===== config.mk =====
export PLATFORM = sky130hd
export DESIGN_NAME = mesh_loader
export DESIGN_NICKNAME = d
export VERILOG_FILES = /design/src/rtl/subsurf_pkg.sv /design/src/rtl/mesh_loader_hdr_check.sv /design/src/rtl/mesh_loader.sv
export SDC_FILE = /design/constraint.sdc
export NUM_CORES = 1
export LEC_CHECK = 0
export ABC_AREA = 1
export CAP_MARGIN = 20
export CORE_ASPECT_RATIO = 0.7
export CORE_MARGIN = 8
export CORE_UTILIZATION = 40
export CTS_CLUSTER_SIZE = 24
export DETAILED_ROUTE_END_ITERATION = 6
export DONT_BUFFER_PORTS = 1
export HOLD_SLACK_MARGIN = 0.05
export SKIP_LAST_GASP = 1
export SYNTH_ARGS = -nofsm -noshare
export SYNTH_HDL_FRONTEND = slang
export SYNTH_HIERARCHICAL = 1
export SYNTH_SLANG_ARGS = --single-unit

===== constraint.sdc =====
create_clock -name clk -period 8.7 [get_ports clk]
set_input_delay 1.74 -clock clk [delete_from_list [all_inputs] [get_ports clk]]
set_output_delay 1.74 -clock clk [all_outputs]
set_load 0.01 [all_outputs]

===== src/rtl/subsurf_pkg.sv =====
// subsurf_pkg -- shared constants and types for the subdivision-surface core.
//
// Contents:
//   RAM_ADDR_W, RAM_WORDS          default OBJ RAM geometry (word address width, capacity)
//   WORDS_PER_VERT, WORDS_PER_FACE stream words per vertex (x,y,z) and per face (3 indices)
//   ST_* constants                 mesh_loader FSM encoding
//   loader_state_t                 enum view of the same encoding, for debug state-string logic
package subsurf_pkg;

    localparam int RAM_ADDR_W     = 9;
    localparam int RAM_WORDS      = 512;
    localparam int WORDS_PER_VERT = 3;
    localparam int WORDS_PER_FACE = 3;

    localparam logic [2:0] ST_IDLE    = 3'd0;
    localparam logic [2:0] ST_HDR     = 3'd1;
    localparam logic [2:0] ST_VERT    = 3'd2;
    localparam logic [2:0] ST_FACE    = 3'd3;
    localparam logic [2:0] ST_KICK    = 3'd4;
    localparam logic [2:0] ST_WAIT_HI = 3'd5;
    localparam logic [2:0] ST_WAIT_LO = 3'd6;
    localparam logic [2:0] ST_DRAIN   = 3'd7;

    typedef enum logic [2:0] {
        LS_IDLE    = ST_IDLE,
        LS_HDR     = ST_HDR,
        LS_VERT    = ST_VERT,
        LS_FACE    = ST_FACE,
        LS_KICK    = ST_KICK,
        LS_WAIT_HI = ST_WAIT_HI,
        LS_WAIT_LO = ST_WAIT_LO,
        LS_DRAIN   = ST_DRAIN
    } loader_state_t;

endpackage


===== src/rtl/mesh_loader_hdr_check.sv =====
// mesh_hdr_check -- combinational mesh header decode and validation.
//
// Ports:
//   hdr          in   32           header word: [15:0] = V, [31:16] = F
//   v, f         out  16           decoded vertex / face counts
//   vert_end     out  RAM_ADDR_W+1 number of vertex words (3*V), truncated to pointer width
//   total_end    out  RAM_ADDR_W+1 number of payload words (3*(V+F)), truncated to pointer width
//   hdr_ok       out  1            V != 0, F != 0 and 3*(V+F) fits in RAM_WORDS
//
// The word counts are computed at full width (19 bits covers 3*(2*65535)), so
// the capacity compare is exact; the truncated copies are only meaningful when
// hdr_ok is set, which guarantees they fit the pointer.
module mesh_hdr_check
    import subsurf_pkg::*;
#(
    parameter int RAM_ADDR_W = subsurf_pkg::RAM_ADDR_W,
    parameter int RAM_WORDS  = subsurf_pkg::RAM_WORDS
) (
    input  logic [31:0]         hdr,
    output logic [15:0]         v,
    output logic [15:0]         f,
    output logic [RAM_ADDR_W:0] vert_end,
    output logic [RAM_ADDR_W:0] total_end,
    output logic                hdr_ok
);

    logic [18:0] vert_full;
    logic [18:0] face_full;
    logic [18:0] total_full;

    assign v          = hdr[15:0];
    assign f          = hdr[31:16];
    assign vert_full  = {3'b000, v} * 19'(WORDS_PER_VERT);
    assign face_full  = {3'b000, f} * 19'(WORDS_PER_FACE);
    assign total_full = vert_full + face_full;

    assign vert_end   = vert_full[RAM_ADDR_W:0];
    assign total_end  = total_full[RAM_ADDR_W:0];
    assign hdr_ok     = (v != 16'd0) && (f != 16'd0) && (total_full <= 19'(RAM_WORDS));

endmodule


===== src/rtl/mesh_loader.sv =====
// mesh_loader -- streams a mesh (header, vertex words, face words) into the
// OBJ RAM, validates it, then starts subsurf and tracks it to completion.
//
// Optional feature macro: MESH_LOADER_IDX_CHECK_EN
//   defined   -> face words >= V raise err and drain the stream
//   undefined -> face words are written unchecked (no comparator)
//
// Ports:
//   clk, rst_n                 clock, synchronous active-low reset
//   s_valid/s_ready/s_data/s_last  input word stream
//   RAM_OBJ_EN/WE/A/Di         registered OBJ RAM write port (one cycle after accept)
//   vertex_count, face_count   latched header counts for subsurf
//   subsurf_start              one-cycle start pulse (state KICK)
//   subsurf_busy               busy from subsurf
//   done                       one-cycle pulse when subsurf finishes
//   err                        sticky load error, cleared by the next good header
module mesh_loader
    import subsurf_pkg::*;
#(
    parameter int RAM_ADDR_W = subsurf_pkg::RAM_ADDR_W,
    parameter int RAM_WORDS  = subsurf_pkg::RAM_WORDS
) (
    input  logic                  clk,
    input  logic                  rst_n,
    input  logic                  s_valid,
    output logic                  s_ready,
    input  logic [31:0]           s_data,
    input  logic                  s_last,
    output logic                  RAM_OBJ_EN,
    output logic [3:0]            RAM_OBJ_WE,
    output logic [RAM_ADDR_W-1:0] RAM_OBJ_A,
    output logic [31:0]           RAM_OBJ_Di,
    output logic [31:0]           vertex_count,
    output logic [31:0]           face_count,
    output logic                  subsurf_start,
    input  logic                  subsurf_busy,
    output logic                  done,
    output logic                  err
);

    logic [2:0]            state_reg;
    logic [RAM_ADDR_W:0]   ptr_reg;
    logic [RAM_ADDR_W:0]   vert_end_reg;
    logic [RAM_ADDR_W:0]   total_end_reg;
    logic [31:0]           vertex_count_reg;
    logic [31:0]           face_count_reg;
    logic                  err_reg;
    logic                  done_reg;
    logic                  ram_en_reg;
    logic [RAM_ADDR_W-1:0] ram_addr_reg;
    logic [31:0]           ram_data_reg;

    logic [15:0]           hdr_v;
    logic [15:0]           hdr_f;
    logic [RAM_ADDR_W:0]   hdr_vert_end;
    logic [RAM_ADDR_W:0]   hdr_total_end;
    logic                  hdr_ok;

    logic                  ready_state;
    logic                  accept;
    logic [RAM_ADDR_W:0]   ptr_inc;
    logic                  face_final;
    logic                  idx_bad;

    mesh_hdr_check #(
        .RAM_ADDR_W (RAM_ADDR_W),
        .RAM_WORDS  (RAM_WORDS)
    ) u_hdr_check (
        .hdr       (s_data),
        .v         (hdr_v),
        .f         (hdr_f),
        .vert_end  (hdr_vert_end),
        .total_end (hdr_total_end),
        .hdr_ok    (hdr_ok)
    );

    // Ready depends on state only; held low while reset is asserted.
    always_comb begin
        ready_state = 1'b0;
        case (state_reg)
            ST_IDLE, ST_HDR, ST_VERT, ST_FACE, ST_DRAIN: ready_state = 1'b1;
            default:                                    ready_state = 1'b0;
        endcase
    end

    assign s_ready    = rst_n & ready_state;
    assign accept     = s_valid & s_ready;
    assign ptr_inc    = ptr_reg + {{RAM_ADDR_W{1'b0}}, 1'b1};
    // ptr counts payload words, so the last face word is the one taking ptr to total_end.
    assign face_final = (ptr_inc == total_end_reg);

`ifdef MESH_LOADER_IDX_CHECK_EN
    assign idx_bad = (s_data >= vertex_count_reg);
`else
    assign idx_bad = 1'b0;
`endif

    always_ff @(posedge clk) begin
        if (!rst_n) begin
            state_reg        <= ST_IDLE;
            ptr_reg          <= '0;
            vert_end_reg     <= '0;
            total_end_reg    <= '0;
            vertex_count_reg <= '0;
            face_count_reg   <= '0;
            err_reg          <= 1'b0;
            done_reg         <= 1'b0;
            ram_en_reg       <= 1'b0;
            ram_addr_reg     <= '0;
            ram_data_reg     <= '0;
        end else begin
            ram_en_reg <= 1'b0;
            done_reg   <= 1'b0;
            case (state_reg)
                ST_IDLE, ST_HDR: begin
                    if (accept) begin
                        // A header that is also the last beat is a framing error.
                        if (!hdr_ok || s_last) begin
                            err_reg   <= 1'b1;
                            state_reg <= s_last ? ST_IDLE : ST_DRAIN;
                        end else begin
                            vertex_count_reg <= {16'd0, hdr_v};
                            face_count_reg   <= {16'd0, hdr_f};
                            vert_end_reg     <= hdr_vert_end;
                            total_end_reg    <= hdr_total_end;
                            ptr_reg          <= '0;
                            err_reg          <= 1'b0;
                            state_reg        <= ST_VERT;
                        end
                    end
                end
                ST_VERT: begin
                    if (accept) begin
                        // F >= 1 is guaranteed, so any s_last here is early.
                        if (s_last) begin
                            err_reg   <= 1'b1;
                            state_reg <= ST_IDLE;
                        end else begin
                            ram_en_reg   <= 1'b1;
                            ram_addr_reg <= ptr_reg[RAM_ADDR_W-1:0];
                            ram_data_reg <= s_data;
                            ptr_reg      <= ptr_inc;
                            if (ptr_inc == vert_end_reg) begin
                                state_reg <= ST_FACE;
                            end
                        end
                    end
                end
                ST_FACE: begin
                    if (accept) begin
                        if (idx_bad || (s_last != face_final)) begin
                            err_reg   <= 1'b1;
                            state_reg <= s_last ? ST_IDLE : ST_DRAIN;
                        end else begin
                            ram_en_reg   <= 1'b1;
                            ram_addr_reg <= ptr_reg[RAM_ADDR_W-1:0];
                            ram_data_reg <= s_data;
                            ptr_reg      <= ptr_inc;
                            if (face_final) begin
                                state_reg <= ST_KICK;
                            end
                        end
                    end
                end
                ST_KICK: begin
                    state_reg <= ST_WAIT_HI;
                end
                ST_WAIT_HI: begin
                    if (subsurf_busy) begin
                        state_reg <= ST_WAIT_LO;
                    end
                end
                ST_WAIT_LO: begin
                    if (!subsurf_busy) begin
                        done_reg  <= 1'b1;
                        state_reg <= ST_IDLE;
                    end
                end
                ST_DRAIN: begin
                    if (accept && s_last) begin
                        state_reg <= ST_IDLE;
                    end
                end
                default: begin
                    state_reg <= ST_IDLE;
                end
            endcase
        end
    end

    assign RAM_OBJ_EN    = ram_en_reg;
    assign RAM_OBJ_WE    = {4{ram_en_reg}};
    assign RAM_OBJ_A     = ram_addr_reg;
    assign RAM_OBJ_Di    = ram_data_reg;
    assign vertex_count  = vertex_count_reg;
    assign face_count    = face_count_reg;
    assign subsurf_start = (state_reg == ST_KICK);
    assign done          = done_reg;
    assign err           = err_reg;

endmodule

* After elaboration in Yosys (flattened, before gate mapping) *
Index checks and enable logic that the tools add are counted.

storage, ports and cells
  word-level logic and storage cells = 104
  flip-flop bits (word level) = 109

cells by class
  bitwise operators = 3
  reductions and logical operators = 18
  add/sub/neg operators = 2
  magnitude comparators = 1
  equality and inequality tests = 23
  muxes and demuxes = 44
  $mul = 2

operator list
  kind                                                               count
  2-to-1 mux 32 bit                                                  4
  one-hot mux 32 bit (2 select lines)                                1
  2-to-1 mux 10 bit                                                  6
  multiplier 16 x 2 -> 18 bit (second input constant)                2
  2-to-1 mux 3 bit                                                   12
  2-to-1 mux 9 bit                                                   4
  nonzero test 16 bit                                                2
  one-hot mux 10 bit (3 select lines)                                1
  != test 2 bit (second input constant)                              11
  one-hot mux 3 bit (7 select lines)                                 1
  equality test 10 bit                                               2
  adder 18 x 18 -> 19 bit                                            1
  less-or-equal comparator 19 x 10 -> 1 bit (second input constant)  1
  one-hot mux 9 bit (2 select lines)                                 1
  equality test 3 bit (second input constant)                        4
  2-to-1 mux 1 bit                                                   12
  adder 10 x 1 -> 10 bit (second input constant)                     1
  AND reduction 8 bit                                                1
  AND reduction 7 bit                                                1
  equality test 3 x 2 -> 1 bit (second input constant)               2
  != test 3 bit (second input constant)                              2
  AND reduction 6 bit                                                1
  AND reduction 5 bit                                                1
  OR reduction 5 bit                                                 1
  15 further kinds                                                   18

* Depth between registers and ports, before layout *
  depth in word-level cells = 9
  mapped depth = 33

* Cells and area by module *
Netlist, hierarchy kept.

modules (own cells, without submodules)
  module          times used  area an instance (um2)  cells an instance  seq. area each (um2)
  mesh_loader     1           4800.9                  661                2182.1
  mesh_hdr_check  1           2884.0                  460                0.0

* Least setup slack after synthesis *
Ideal clock, no wire load.

  kind = input to register
  from = input s_data[0]
  to = register vert_end_reg[2]
  data required time = 8.572 ns
  buffers on the path = 1
  arrival time = 5.626 ns
  stages = 28
  slack = 2.946 ns
  cells stage by stage = ha_1 > inv_1 > fa_1 > o21ai_2 > a21boi_2 > o21ai_1 > a21oi_1 > xor2_1 > fa_1 > inv_1 > ha_1 > nand2_2 > inv_1 > nand2_1 > nand2_1 > a21oi_1 > nand2_1 > nand2_1 > nand2_1 > nor2_1 > nand2_1 > nor3_2 > nand2_1 > nor3_4 > inv_2 > clkbuf_1 > o21ai_0 > a21oi_1

between the ends
  longest elaborated chain between the ends = 8
  elaborated cells on any way between the ends = 10
  those cells by class = add/sub: 1; mul: 1; order compare: 1; bitwise: 1; reduce/logical: 6

ends and longest elaborated chain
  item                                       line                         text
  from (decl)                                mesh_loader.sv:27            input logic [31:0] s_data,
  multiplier 16 x 2 -> 18 bit                mesh_loader_hdr_check.sv:33  assign vert_full = {3'b000, v} * 19'(WORDS_PER_VERT);
  adder 18 x 18 -> 19 bit                    mesh_loader_hdr_check.sv:35  assign total_full = vert_full + face_full;
  less-or-equal comparator 19 x 10 -> 1 bit  mesh_loader_hdr_check.sv:39  assign hdr_ok = (v != 16'd0) && (f != 16'd0) && (total_full <= 19'(RAM_WORDS));
  logical AND 1 bit (*)                      mesh_loader_hdr_check.sv:39
  via hdr_ok                                 mesh_loader.sv:57            logic hdr_ok;
  logical NOT 1 bit (*)                      mesh_loader.sv:118           if (!hdr_ok || s_last) begin
  logical OR 1 bit (*)                       mesh_loader.sv:118
  NOT 1 bit (no line) (*)                    n/a
  AND reduction 3 bit (no line) (*)          n/a
  to (signal assigned)                       mesh_loader.sv:124           vert_end_reg <= hdr_vert_end;
  to (decl)                                  mesh_loader.sv:43            logic [RAM_ADDR_W:0] vert_end_reg;

The timed path passes the listed nets; every way through them passes the cells marked *.
A chain may end at the register's enable or synchronous reset.

==> flow_summary.toml <==
[setup_path]
cpMostUsedCell = "nand2_1"
r2r_start = "ptr_reg[0]"
crit_slowest_cell = "inv_2"
arrival_ns = 7.24
cpPeakStageDelay_ns = 0.77
critPathRequiredTime_ns = 8.98
crit_start = "s_data[0]"
cp-start-kind = "input pin"
worstSetupPathType = "in2reg"
crit_path_end_kind = "flop"
crit_fanout = 58

[sta]
period_minus_slack_ns = 6.96
tightest_slew_ns = 0.976
finalHoldViolCount = 0
setup_viol = 0
slew_violations = 0
timing.fmax_mhz = 144
fin_crit_sh = 0.800
slew_headroom = 0.349
setup_tns_ns = 0
fin_worst_skew_ns = 0.0135
rsz0062_at_grt = "false"

[clock_network]
root_buffer = "clkbuf_16"
post_cts_buffers = 0
holdBufCountCts = 0
cts.sinks = 109
numCtsBuffers = 9
cts_tree = "yes"
cts_resized = 0
ctsHtreeMaxLevel = 3
cts_buffer_depth = 2
cts.reportedPaths.clkPinSlew_ns = 0.08
clk_latency_ns = 0.37

[yosys]
yosysTopAreaCellShare = 0.284
async_reset_ff_frac = 0
synth.distinct_cells = 41
synth-adder-area-share = 0.135
synth_edf_count = 0
synth_compound_area_frac = 0.119
synth-simple-area-share = 0.273
synth_warnings = 6
yosysMostFrequentCell = "nor2_1"
synth_mux_area_frac = 0
syn_avg_cell_area_um2 = 6.86
synth-seq-cells = 109
synthTopCellsByCount = "nor2_1, nand2_1, inv_1"
synth_xor_area_frac = 0.0296
synth_largest_area_cell = "dfxtp_1"
syn_area_um2 = 7680
synth_area_leaders = "dfxtp_1, nor2_1, nand2_1"
synth_top_family_by_area = "simple AND/OR/NAND/NOR gates"
netlist_instances = 1121
yosysSeqAreaShare = 0.284
ys.flop_type = "dfxtp_1"

[drt]
drtPass1Iterations = 5
finalWirelength_mm = 20.0
initialDrtViolationCount = 482
vias_per_cell = 4.90
drc = 0
vias = 6406
wire_per_inst_um = 15.3
ant_nets = 0

[layout]
diodes = 0
fin_cells = 1308
post-route-util = 0.412
syn_to_final_growth_pct = 1.07
final_area_um2 = 7770
nNetsFinal = 1171
drive_above_1_share = 0.0563
largest_reg_flops = 32

[place]
place.gp.congestion = 0.893
port_buffers = 0
dp_hpwl_mm = 15.6
dp.cells = 1291
placed_area_um2 = 7420

[grt]
grt_max_degree = 100
grt_pass1_wl_mm = 32.3
grtUsageTotal = 0.165
grt_overflow = 0
grt_antenna_before_repair = 0
first_global_vias = 5848

[floorplanning]
ios = 151
std_cell_rows = 42
coreArea_um2 = 18900
die_h_um = 132
start_util = 0.407
die_area_um2 = 24000
die-width_um = 182

[pwr]
p_leak_nw = 3.77
power_density_nw_per_um2 = 196
p_total_mw = 1.52
irDropWorstVdd_mv = 0.0849

[flow_run]
maxCapViolCount = 0

[run_status]
status = "complete, no violations"

[hold_path]
hold_class = "reg2reg"
holdCritStartpoint = "vert_end_reg[4]"
## worst max-delay path: cells and delay by family
family,cells,cell delay [ns]
xor gates and xnor gates,1,0.16
AOI/OAI and AO/OA,8,1.29
buffers and inverters,5,1.07
and+or+nand+nor,12,1.47
adders and majority gates,4,1.42
## metal layers
layer / track usage / vias to the layer above / part of all wire
met2: 0.238 / 176 / 0.41
li1: - / 3303 / -
met5: 0 / - / 0
met3: 0.0493 / 12 / 0.080
met4: 0.0354 / 0 / 0.0080
met1: 0.236 / 2915 / 0.50
## path summary, 6_finish.rpt
check                                        to  slack [ns]  cells past startpoint
worst min register to register  vert_end_reg[4]        0.48                      2
worst max-delay path               RAM_OBJ_A[0]        1.74                     30
worst max register to register     RAM_OBJ_A[0]        3.94                     16
worst min-delay path            vert_end_reg[4]        0.48                      2
## placed cells by master, fill, tap and decap left out, drive strengths merged, types with 12 or more instances in the layout
cell / instances
a21oi: 52
nand3: 50
nor2: 210
conb: 32
inv: 144
o21ai: 104
fa: 17
nand2: 212
dfxtp: 109
nand4: 12
xor2: 18
ha: 56
## cell families (layout without fill, tap and decap cells)
| family | Yosys count | after routing |
|---|---|---|
| adder cells (fa/ha/maj) | 73 | 73 |
| other | 1 | 32 |
| buffers and inverters | 244 | 158 |
| AO/OA/AOI/OAI | 168 | 168 |
| AND/OR/NAND/NOR | 500 | 500 |
| XOR/XNOR | 26 | 26 |
| flip-flops | 109 | 109 |
## power by group
group | total (mW) | internal, mW | switching (mW)
logic | 0.552 | 0.193 | 0.359
clock network | 0.450 | 0.240 | 0.210
registers | 0.522 | 0.508 | 0.0147
total | 1.52 | 0.941 | 0.584
## layout make-up
| cell class | instances | area [µm²] |
|---|---|---|
| clock buffer | 10 | 239 |
| clock inverter | 6 | 86.3 |
| fill | 1988 | 11100 |
| inverter | 140 | 526 |
| multi-input combinational | 799 | 4400 |
| sequential | 109 | 2180 |
| tap | 242 | 303 |
| timing repair buffer | 2 | 27.5 |
## per-stage QoR
| step | hold slack (ns) | setup slack [ns] |
|---|---|---|
| after global placement | 0.463 | 1.31 |
| final | 0.476 | 1.74 |
| after CTS | 0.478 | 1.70 |
| after global routing | 0.512 | 1.05 |
| after detailed placement | 0.467 | 1.29 |
| after floorplan | 0.444 | 2.95 |
Power figures use the tool's default switching activity.
